$ cat src/rtl/cordic_pkg.sv
// Shared types and constants for the iterative CORDIC rotator.
package cordic_pkg;

  typedef enum logic [1:0] {
    ST_IDLE    = 2'd0,
    ST_ROTATE  = 2'd1,
    ST_CORRECT = 2'd2
  } state_t;

  localparam logic [1:0] Q1 = 2'b00;
  localparam logic [1:0] Q2 = 2'b01;
  localparam logic [1:0] Q3 = 2'b10;
  localparam logic [1:0] Q4 = 2'b11;

  // Angles carry 12 fractional degree bits
  localparam int unsigned PHI_FRAC_W = 12;
  localparam int unsigned ATAN_IDX_W = 5;
  // 90.0 degrees in angle units (368640)
  localparam int unsigned PHI_90     = 90 << PHI_FRAC_W;

  // CORDIC gain 0.6072529350 scaled by 2^30
  localparam longint unsigned CORDIC_K_Q30 = 64'd652032874;

  // Gain rounded to frac_w fractional bits (159188 for 18 bits)
  function automatic int unsigned cordic_k(input int unsigned frac_w);
    longint unsigned r;
    if (frac_w >= 30) begin
      r = CORDIC_K_Q30;
    end else begin
      r = (CORDIC_K_Q30 + (64'd1 << (29 - frac_w))) >> (30 - frac_w);
    end
    return 32'(r);
  endfunction

  // round(atan(2^-idx) in degrees * 2^frac_w), tabulated at 12 fractional bits
  function automatic int unsigned cordic_atan(input int unsigned idx,
                                              input int unsigned frac_w);
    int unsigned base;
    case (idx)
      32'd0:   base = 32'd184320;
      32'd1:   base = 32'd108810;
      32'd2:   base = 32'd57492;
      32'd3:   base = 32'd29184;
      32'd4:   base = 32'd14649;
      32'd5:   base = 32'd7331;
      32'd6:   base = 32'd3667;
      32'd7:   base = 32'd1833;
      32'd8:   base = 32'd917;
      32'd9:   base = 32'd458;
      32'd10:  base = 32'd229;
      32'd11:  base = 32'd115;
      32'd12:  base = 32'd57;
      32'd13:  base = 32'd29;
      32'd14:  base = 32'd14;
      32'd15:  base = 32'd7;
      32'd16:  base = 32'd4;
      32'd17:  base = 32'd2;
      32'd18:  base = 32'd1;
      default: base = 32'd0;
    endcase
    if (frac_w >= PHI_FRAC_W) begin
      return base << (frac_w - PHI_FRAC_W);
    end
    return (base + (32'd1 << (PHI_FRAC_W - 1 - frac_w))) >> (PHI_FRAC_W - frac_w);
  endfunction

endpackage

$ cat src/rtl/cordic_atan_lut.sv
// Arctangent table: micro-rotation index -> atan(2^-i) in angle units.
module cordic_atan_lut
  import cordic_pkg::*;
#(
  parameter int unsigned PHI_WIDTH = 22
) (
  input  logic [ATAN_IDX_W-1:0] idx,
  output logic [PHI_WIDTH-1:0]  atan_val
);

  // Pure table lookup
  always_comb begin
    atan_val = PHI_WIDTH'(cordic_atan(32'(idx), PHI_FRAC_W));
  end

endmodule

$ cat src/rtl/cordic_rotator.sv
// Iterative CORDIC rotation engine: sin/cos of quarter*90 + residual angle.
// One micro-rotation per clock, then a quarter-correction/saturation step.
// Optional build macro CORDIC_RANGE_CHECK_EN: residual above 90.0 deg skips
// rotation and returns zero results with err set.
module cordic_rotator
  import cordic_pkg::*;
#(
  parameter int unsigned DATA_WIDTH    = 20,
  parameter int unsigned PHI_WIDTH     = 22,
  parameter int unsigned PHI_WIDTH_INT = 9,
  parameter int unsigned ITERATIONS    = 16
) (
  input  logic                         clk,
  input  logic                         rst,
  input  logic                         start,
  input  logic [PHI_WIDTH-1:0]         phi_in,
  input  logic [1:0]                   quarter,
  output logic                         busy,
  output logic                         done,
  output logic signed [DATA_WIDTH-1:0] sin_out,
  output logic signed [DATA_WIDTH-1:0] cos_out,
  output logic                         err
);

  localparam int unsigned XW    = DATA_WIDTH + 2;
  localparam int unsigned MAG_W = PHI_WIDTH - 1;

  localparam logic signed [XW-1:0] K_INIT  = XW'(cordic_k(DATA_WIDTH - 2));
  localparam logic signed [XW:0]   SAT_MAX = (XW+1)'((64'd1 << (DATA_WIDTH - 1)) - 64'd1);
  localparam logic signed [XW:0]   SAT_MIN = -SAT_MAX - (XW+1)'(1);
  localparam logic [ATAN_IDX_W-1:0] LAST_ITER = ATAN_IDX_W'(ITERATIONS - 1);

  state_t                  state;
  logic [ATAN_IDX_W-1:0]   iter;
  logic [1:0]              quarter_q;
  logic signed [XW-1:0]    x;
  logic signed [XW-1:0]    y;
  logic signed [PHI_WIDTH-1:0] z;

  logic [MAG_W-1:0]        phi_mag;
  logic                    phi_sign_unused;
  logic [PHI_WIDTH-1:0]    atan_val;
  logic signed [PHI_WIDTH-1:0] atan_s;
  logic signed [XW-1:0]    x_sh;
  logic signed [XW-1:0]    y_sh;
  logic signed [XW-1:0]    x_nxt;
  logic signed [XW-1:0]    y_nxt;
  logic signed [PHI_WIDTH-1:0] z_nxt;
  logic signed [XW:0]      xe;
  logic signed [XW:0]      ye;
  logic signed [XW:0]      sin_raw;
  logic signed [XW:0]      cos_raw;
  logic signed [DATA_WIDTH-1:0] sin_sat;
  logic signed [DATA_WIDTH-1:0] cos_sat;

`ifdef CORDIC_RANGE_CHECK_EN
  logic range_flag;
`endif

  // Angle magnitude only; the sign bit is carried by the quarter
  assign phi_mag         = phi_in[PHI_WIDTH-2:0];
  assign phi_sign_unused = phi_in[PHI_WIDTH-1];

  cordic_atan_lut #(
    .PHI_WIDTH (PHI_WIDTH)
  ) u_atan_lut (
    .idx      (iter),
    .atan_val (atan_val)
  );

  assign atan_s = signed'(atan_val);
  assign x_sh   = x >>> iter;
  assign y_sh   = y >>> iter;

  // One micro-rotation towards z = 0
  always_comb begin
    x_nxt = x;
    y_nxt = y;
    z_nxt = z;
    if (!z[PHI_WIDTH-1]) begin
      x_nxt = x - y_sh;
      y_nxt = y + x_sh;
      z_nxt = z - atan_s;
    end else begin
      x_nxt = x + y_sh;
      y_nxt = y - x_sh;
      z_nxt = z + atan_s;
    end
  end

  // Clamp a widened result into the output format
  function automatic logic signed [DATA_WIDTH-1:0] sat(input logic signed [XW:0] v);
    if (v > SAT_MAX) begin
      return DATA_WIDTH'(SAT_MAX);
    end
    if (v < SAT_MIN) begin
      return DATA_WIDTH'(SAT_MIN);
    end
    return DATA_WIDTH'(v);
  endfunction

  // Map first-quarter (cos, sin) onto the requested quarter
  always_comb begin
    xe      = {x[XW-1], x};
    ye      = {y[XW-1], y};
    sin_raw = ye;
    cos_raw = xe;
    case (quarter_q)
      Q1: begin sin_raw = ye;  cos_raw = xe;  end
      Q2: begin sin_raw = xe;  cos_raw = -ye; end
      Q3: begin sin_raw = -ye; cos_raw = -xe; end
      Q4: begin sin_raw = -xe; cos_raw = ye;  end
      default: begin sin_raw = ye; cos_raw = xe; end
    endcase
    sin_sat = sat(sin_raw);
    cos_sat = sat(cos_raw);
  end

  // Control FSM and datapath registers
  always_ff @(posedge clk or posedge rst) begin
    if (rst) begin
      state     <= ST_IDLE;
      iter      <= '0;
      quarter_q <= Q1;
      x         <= '0;
      y         <= '0;
      z         <= '0;
      busy      <= 1'b0;
      done      <= 1'b0;
      err       <= 1'b0;
      sin_out   <= '0;
      cos_out   <= '0;
`ifdef CORDIC_RANGE_CHECK_EN
      range_flag <= 1'b0;
`endif
    end else begin
      done <= 1'b0;
      case (state)
        ST_IDLE: begin
          if (start) begin
            quarter_q <= quarter;
            z         <= {1'b0, phi_mag};
            x         <= K_INIT;
            y         <= '0;
            iter      <= '0;
            busy      <= 1'b1;
`ifdef CORDIC_RANGE_CHECK_EN
            range_flag <= (phi_mag > MAG_W'(PHI_90));
            state      <= (phi_mag > MAG_W'(PHI_90)) ? ST_CORRECT : ST_ROTATE;
`else
            state     <= ST_ROTATE;
`endif
          end
        end
        ST_ROTATE: begin
          x <= x_nxt;
          y <= y_nxt;
          z <= z_nxt;
          if (iter == LAST_ITER) begin
            iter  <= '0;
            state <= ST_CORRECT;
          end else begin
            iter <= iter + ATAN_IDX_W'(1);
          end
        end
        ST_CORRECT: begin
`ifdef CORDIC_RANGE_CHECK_EN
          sin_out <= range_flag ? '0 : sin_sat;
          cos_out <= range_flag ? '0 : cos_sat;
          err     <= range_flag;
`else
          sin_out <= sin_sat;
          cos_out <= cos_sat;
          err     <= 1'b0;
`endif
          done  <= 1'b1;
          busy  <= 1'b0;
          state <= ST_IDLE;
        end
        default: begin
          state <= ST_IDLE;
          busy  <= 1'b0;
        end
      endcase
    end
  end

endmodule
$ cat config.mk
export PLATFORM = sky130hd
export DESIGN_NAME = cordic_rotator
export DESIGN_NICKNAME = d
export VERILOG_FILES = /design/src/rtl/cordic_pkg.sv /design/src/rtl/cordic_atan_lut.sv /design/src/rtl/cordic_rotator.sv
export SDC_FILE = /design/constraint.sdc
export NUM_CORES = 1
export LEC_CHECK = 0
export BUFFER_PORTS_ARGS = -buffer_cell sky130_fd_sc_hd__clkbuf_2
export CAP_MARGIN = 25
export CORE_AREA = 4 4 190 192
export CTS_BUF_LIST = sky130_fd_sc_hd__clkbuf_8
export CTS_CLUSTER_SIZE = 14
export DETAILED_ROUTE_END_ITERATION = 10
export DIE_AREA = 0 0 194 196
export SLEW_MARGIN = 30
export SYNTH_ARGS = -nofsm -noshare
export SYNTH_HDL_FRONTEND = slang
export SYNTH_SLANG_ARGS = --single-unit
$ cat constraint.sdc
create_clock -name clk -period 5.6 [get_ports clk]
set_input_delay 0.28 -clock clk [delete_from_list [all_inputs] [get_ports clk]]
set_output_delay 0.28 -clock clk [all_outputs]
set_load 0.01 [all_outputs]
Word-level counts from Yosys, hierarchy flattened:

Memories as Yosys holds them, arrays and structs flattened.
Cells that the tools add are included.

* register bits after elaboration: 117
* memory bits (read-only): 576
* input bits: 27
* output and inout bits: 43
* logic and storage cells: 76
* memories: 1

* add/sub/neg operators: 9
* magnitude comparators: 4
* equality and inequality tests: 8
* shift-type cells: 2
* muxes and demuxes: 34
* bitwise logic cells: 1
* reduce and logical (&&, ||, !) cells: 7

Memory list
* (no name shown): depth 32, bits a word 18, rd ports 1, clocked after memory_dff 0, wr ports 0, RTL line cordic_pkg.sv:39 `case (idx)`

Operator list (count)
* case mux 23 bit (4 select lines): 2
* two-way mux 20 bit: 8
* two-way mux 22 bit: 6
* case mux 22 bit (2 select lines): 3
* adder 22 bit: 3
* subtractor 22 bit: 3
* greater-than comparator 23 x 20 -> 1 bit, second input constant: 2
* < comparator 23 x 20 -> 1 bit, second input constant: 2
* negation 22 -> 23 bit: 2
* >>> shifter 22 x 5 -> 22 bit: 2
* two-way mux 5 bit: 2
* case mux 5 bit (2 select lines): 1
* two-way mux 1 bit: 8
* AND reduction 2 bit: 4
* == test 2 bit, second input constant: 3
* adder 5 x 1 -> 5 bit, second input constant: 1
* == test 5 x 4 -> 1 bit, second input constant: 1
* == test 2 x 1 -> 1 bit, second input constant: 2
* zero test 2 bit: 2
* two-way mux 2 bit: 2
* != test 2 bit, second input constant: 2
* case mux 2 bit (2 select lines): 1
* case mux 1 bit (2 select lines): 1
* nonzero test 2 bit: 1
* NOT 1 bit: 1

Depth between registers and ports, before layout:

* depth in word-level cells: 7
* mapped depth: 25
* gate-level depth less buffers: 21

Hierarchy:

Synthesis repeated with hierarchy kept, for this count alone.

* cell total of the unflattened synthesis: 1699
* area total of the unflattened synthesis: 14092.3 um^2

By module, submodules not included
* cordic_rotator: times used 1, cells each 1617, area an instance 13454.2 um^2, sequential area each 2927.8 um^2
* cordic_atan_lut: times used 1, cells each 82, area an instance 638.1 um^2, sequential area each 0.0 um^2

Least setup slack after synthesis:

OpenSTA, ideal clock, no wires.

* path type: register to register
* from: reg iter[0]
* to: reg y[20]
* setup time: 0.069 ns
* data arrival time: 5.221 ns
* data required time: 5.531 ns
* slack: 0.309 ns
* stages on the path, launching flop included: 20
* buffers on the path: 1
* clock period less this slack: 5.291 ns
* cell sequence: dfrtp_1 > buf_6 > mux2_2 > mux4_2 > mux4_2 > nor3_1 > and3_1 > nor2_1 > xnor2_1 > ha_1 > a21o_1 > a21o_1 > a21o_1 > a21oi_1 > inv_1 > o2111a_1 > o41ai_1 > a21oi_1 > or4b_2 > nand3_1

* word-level cells in the longest chain between the ends: 4
* elaborated cells between the ends (all ways): 5
* those cells by class: 2 x add/sub; 1 x shift; 2 x mux

RTL lines
* from (decl): RTL line cordic_rotator.sv:34 `logic [ATAN_IDX_W-1:0] iter;`
* from (signal assigned): RTL line cordic_rotator.sv:163 `iter <= iter + ATAN_IDX_W'(1);`
* >>> shifter 22 x 5 -> 22 bit *: RTL line cordic_rotator.sv:72 `assign x_sh = x >>> iter;`
* adder 22 bit / subtractor 22 bit (equally long branches): RTL line cordic_rotator.sv:82, cordic_rotator.sv:86
* two-way mux 22 bit *: RTL line cordic_rotator.sv:80 `if (!z[PHI_WIDTH-1]) begin`
* case mux 22 bit (2 select lines) *: RTL line cordic_rotator.sv:138 `case (state)`
* to (signal assigned): RTL line cordic_rotator.sv:157 `y <= y_nxt;`
* to (decl): RTL line cordic_rotator.sv:37 `logic signed [XW-1:0] y;`

Every way passes the cells marked *; elsewhere a longest branch is shown, timed or not.
A chain may end at the register's enable or synchronous reset.

Worst setup path after layout:

Ends and elaborated chain as after synthesis.

==> results <==
- The run finished with clean final reports.
- The number of core rows is 68.
- The Yosys step of the flow raised 0 warnings.
- Synthesis instantiated between 80 and 90 different standard cells from the library.
- The minimum clock period after layout is 5424 ps.
- Leaving out fill and tap cells, the most frequent cells in the layout are sky130_fd_sc_hd__nand2_1, sky130_fd_sc_hd__nor2_1, sky130_fd_sc_hd__a21oi_1.
- In this run, the number of DRC markers left after iteration 0 of detailed routing was 1101.
- The first detailed-routing pass ran for 7 iterations.
- The leading register cell type out of synthesis is sky130_fd_sc_hd__dfrtp_1.
- When the netlist entered floorplanning its net count stood at 1785.
- For this run, the post-layout net count is 1855.
- In the final routed layout, each cell accounts on average for 19.81 um.
- Counting the fill cells in the layout gives 3496.
- Timing analysis after detailed placement gives a worst setup slack of 29.36 ps.
- The clock tree synthesis step divided the H-tree into 4 levels.
- The register area share after synthesis is 21.53%.
- The mapped netlist covers 13600 um2.
- The number of routed nets with antenna violations is 0.
- The later-pin clock latency in the skew report is approximately 500 ps.
- The via count of the first global-routing pass is 12710.
- The storage element area is a little under 3000 um2.
- The peak clock frequency supported by timing is about 180 MHz.
- The synthesized area per cell is 8.118 um2.
- The final-layout worst hold slack is 29.35 ps.
- Using the TritonRoute via totals, the vias-per-cell ratio works out to 5.945.
- The number of antenna violations at the first check in global routing is 0.
- The congestion estimate from routability-driven global placement came to 0.9661.
- The number of antenna diodes in the final layout is 0.
- Cells with a size suffix above 1 make up 18.94% of the layout.
- The floorplan step set the die width to 194 um.
- Clock tree synthesis found a total of 117 sinks.
- The tool flagged a number of max-cap violations equal to 0.
- The routed wire length is 43840 um.
- For the worst setup path, the data required time is 6030 ps.
- The final clock skew is roughly 23 ps.
- In this run the cell area measured after placement is 14730 um2.
- The max-slew violation count is 0.
- Setup repair after global routing could not meet its margin everywhere.
- Entering global routing, the biggest net connects 79 pins.
- The share of flip-flops with an asynchronous set or reset is 100.0%.
- The floorplan core area is 34370 um2.
- Once layout is done, the placed cells without fillers occupy 15400 um2.
- The synthesized design contains 117 register bits.
- The largest buffer count on any clock path is 2.
- In this run the tool buffered the top-level ports with 67 buffer cells.
- TritonCTS built the clock tree.
- The I/O pin count is 70.
- The worst setup slack for register-to-register paths is 180 ps.
- Relative to the synthesized area, the layout overhead comes to 13.29%.
- The clock-pin slew on the worst setup and hold paths is 80 ps.
- Synthesis handed over a netlist of 1675 instances.
- The final setup slack of the worst path is 176.3 ps.
- The initial standard-cell utilization of the core is 39.56%.
- STA classifies the critical path endpoint as a flip-flop.
- The arrival time at the worst endpoint is 5860 ps.
- Summed over all layers, the global routing overflow is 0.
- The die area is 38020 um2.
- STA classifies the critical path startpoint as a flip-flop.
- Detailed routing inserted a total of 13160 vias.
- The count of flip-flops with a built-in enable after synthesis is 0.
- In the routed design, unresolved DRC markers number 0.
- In this run the worst path has a maximum fanout of 12.
- The worst hold-check path type is in -> reg.
- The die is 196 um tall.
- Detailed placement finished with a half-perimeter wire length of 33090 um.
- The final cell count without fillers is between 2000 and 2500.
- Setup violations remaining at the end of the flow were counted as 0.
- At the pin with the least slew margin, the transition time is 973.0 ps.
- In this run the tightest slew margin relative to its limit is 35.13%.
- The period utilization is 96.85%.
- The library cell used most frequently in the layout, excluding fill and tap cells, is sky130_fd_sc_hd__nand2_1.
- The number of clock buffers added by TritonCTS is 17.
- The total track usage is 22.77%.
- The total count of hold-check failures in the final report was 0.
- In the final layout, the multi-input gates occupy 10030 um2.
- Including well taps, the total number of placed cells is approximately 2200.
- The first global-routing pass estimated 70460 um of wire.
- The clock tree root buffer cell is sky130_fd_sc_hd__clkbuf_8.
- The worst setup path is of the reg -> reg kind.
-- critical path, stage by stage (launching register included) --
cell,delay [ps]
sky130_fd_sc_hd__dfrtp_4,470
sky130_fd_sc_hd__buf_6,160
sky130_fd_sc_hd__buf_12,150
sky130_fd_sc_hd__mux4_2,510
sky130_fd_sc_hd__nor2_1,100
sky130_fd_sc_hd__a21oi_1,60
sky130_fd_sc_hd__mux4_2,550
sky130_fd_sc_hd__nor3_1,190
sky130_fd_sc_hd__buf_4,150
sky130_fd_sc_hd__and3_1,220
sky130_fd_sc_hd__nor2_1,70
sky130_fd_sc_hd__xnor2_1,140
sky130_fd_sc_hd__ha_1,340
sky130_fd_sc_hd__a21o_1,170
sky130_fd_sc_hd__a21o_1,180
sky130_fd_sc_hd__a21o_1,190
sky130_fd_sc_hd__a21oi_2,160
sky130_fd_sc_hd__inv_1,50
sky130_fd_sc_hd__o2111a_1,250
sky130_fd_sc_hd__o41ai_2,270
sky130_fd_sc_hd__buf_4,190
sky130_fd_sc_hd__a21oi_1,90
sky130_fd_sc_hd__or4b_2,610
sky130_fd_sc_hd__nand3_1,100
-- per-stage QoR --
step	utilization [%]	setup TNS [ps]
finish	44.82	0
global route	44.82	-82.17
CTS	44.31	0
detailed placement	42.86	0
global placement	42.86	0
floorplan	-	0
-- worst paths after layout --
check	from	cells past startpoint	endpoint
hold / removal	phi_in[8]	3	z[8]$_DFFE_PP0P_
max in group asynchronous	rst	4	iter[2]$_DFFE_PP0P_
setup / recovery	iter[0]$_DFFE_PP0P_	23	y[20]$_DFFE_PP0P_
hold reg to reg	cos_out[13]$_DFFE_PP0P_	2	cos_out[13]$_DFFE_PP0P_
min in group asynchronous	rst	3	sin_out[4]$_DFFE_PP0P_
setup reg to reg	iter[0]$_DFFE_PP0P_	23	y[20]$_DFFE_PP0P_
-- area by class of cell --
cell class | instances | share of cell area [%]
Clock buffer | 18 | 1.608
Clock inverter | 14 | 0.9097
Inverter | 46 | 1.137
Multi-Input combinational cell | 1381 | 65.14
Sequential cell | 117 | 19.09
Tap cell | 455 | 3.696
Timing Repair Buffer | 182 | 8.423
-- metal layers --
metal	track usage [%]	part of all wire, %	wire length, um	up-vias
met3	4.122	6.5	2859	76
met5	0	0	0	-
met2	36.61	46	20360	472
met4	7.214	2.7	1163	0
met1	31.27	44	19460	6360
li1	-	-	-	6248
-- state kept, by name, indices dropped and copies added, names as in the netlist --
register / cells
z: 22
done: 1
quarter_q: 2
sin_out: 20
cos_out: 20
state: 2
y: 22
x: 22
iter: 5
busy: 1
-- synthesized netlist by cell type, types with 5 or more instances --
master | n | share of area [%]
sky130_fd_sc_hd__a211oi_1 | 11 | 0.61
sky130_fd_sc_hd__a21o_1 | 22 | 1.2
sky130_fd_sc_hd__a21oi_1 | 134 | 4.9
sky130_fd_sc_hd__a221o_1 | 26 | 1.9
sky130_fd_sc_hd__a221oi_1 | 7 | 0.45
sky130_fd_sc_hd__a22oi_1 | 10 | 0.55
sky130_fd_sc_hd__a311oi_1 | 6 | 0.39
sky130_fd_sc_hd__a31oi_1 | 31 | 1.4
sky130_fd_sc_hd__and2_1 | 13 | 0.60
sky130_fd_sc_hd__and3_1 | 14 | 0.64
sky130_fd_sc_hd__buf_1 | 17 | 0.47
sky130_fd_sc_hd__buf_2 | 11 | 0.40
sky130_fd_sc_hd__buf_4 | 6 | 0.33
sky130_fd_sc_hd__clkbuf_1 | 92 | 2.5
sky130_fd_sc_hd__dfrtp_1 | 117 | 22
sky130_fd_sc_hd__ha_1 | 80 | 7.4
sky130_fd_sc_hd__inv_1 | 42 | 1.2
sky130_fd_sc_hd__mux2_2 | 26 | 2.2
sky130_fd_sc_hd__mux2i_1 | 37 | 2.7
sky130_fd_sc_hd__mux4_2 | 51 | 8.4
sky130_fd_sc_hd__nand2_1 | 182 | 5.0
sky130_fd_sc_hd__nand2b_1 | 28 | 1.3
sky130_fd_sc_hd__nand3_1 | 41 | 1.5
sky130_fd_sc_hd__nor2_1 | 152 | 4.2
sky130_fd_sc_hd__nor2b_1 | 19 | 0.87
sky130_fd_sc_hd__nor3_1 | 44 | 1.6
sky130_fd_sc_hd__o211ai_1 | 8 | 0.44
sky130_fd_sc_hd__o21a_1 | 11 | 0.61
sky130_fd_sc_hd__o21ai_0 | 125 | 4.6
sky130_fd_sc_hd__o21ai_1 | 5 | 0.18
sky130_fd_sc_hd__o21bai_1 | 10 | 0.55
sky130_fd_sc_hd__o22ai_1 | 10 | 0.46
sky130_fd_sc_hd__o31ai_1 | 15 | 0.83
sky130_fd_sc_hd__o41ai_1 | 7 | 0.45
sky130_fd_sc_hd__or2_2 | 9 | 0.41
sky130_fd_sc_hd__or3_1 | 15 | 0.69
sky130_fd_sc_hd__xnor2_1 | 85 | 5.5
sky130_fd_sc_hd__xor2_1 | 65 | 4.2
-- kinds of logic after synthesis --
kind of cell               share of synthesized area, %
and+or+nand+nor                                   18.87
AOI/OAI and AO/OA                                 22.63
muxes                                             14.10
DFF                                               21.53
other                                           0.02758
xor gates and xnor gates                          9.661
adders and majority gates                         7.803
buffers and inverters                             5.383
-- timing repair --
action / 4_1_cts / 5_1_grt
setup endpoints to repair: 1 / 9
cloned: 0 / 1
pin swaps: 0 / 6
hold endpoints to repair: 60 / 0
setup buffers: 0 / 8
hold buffers: 11 / 0
gates resized for setup: 1 / 24
Power is left out: the tool's default activity adds up to more than one toggle a clock period on the data nets, which glitch-free logic cannot reach.
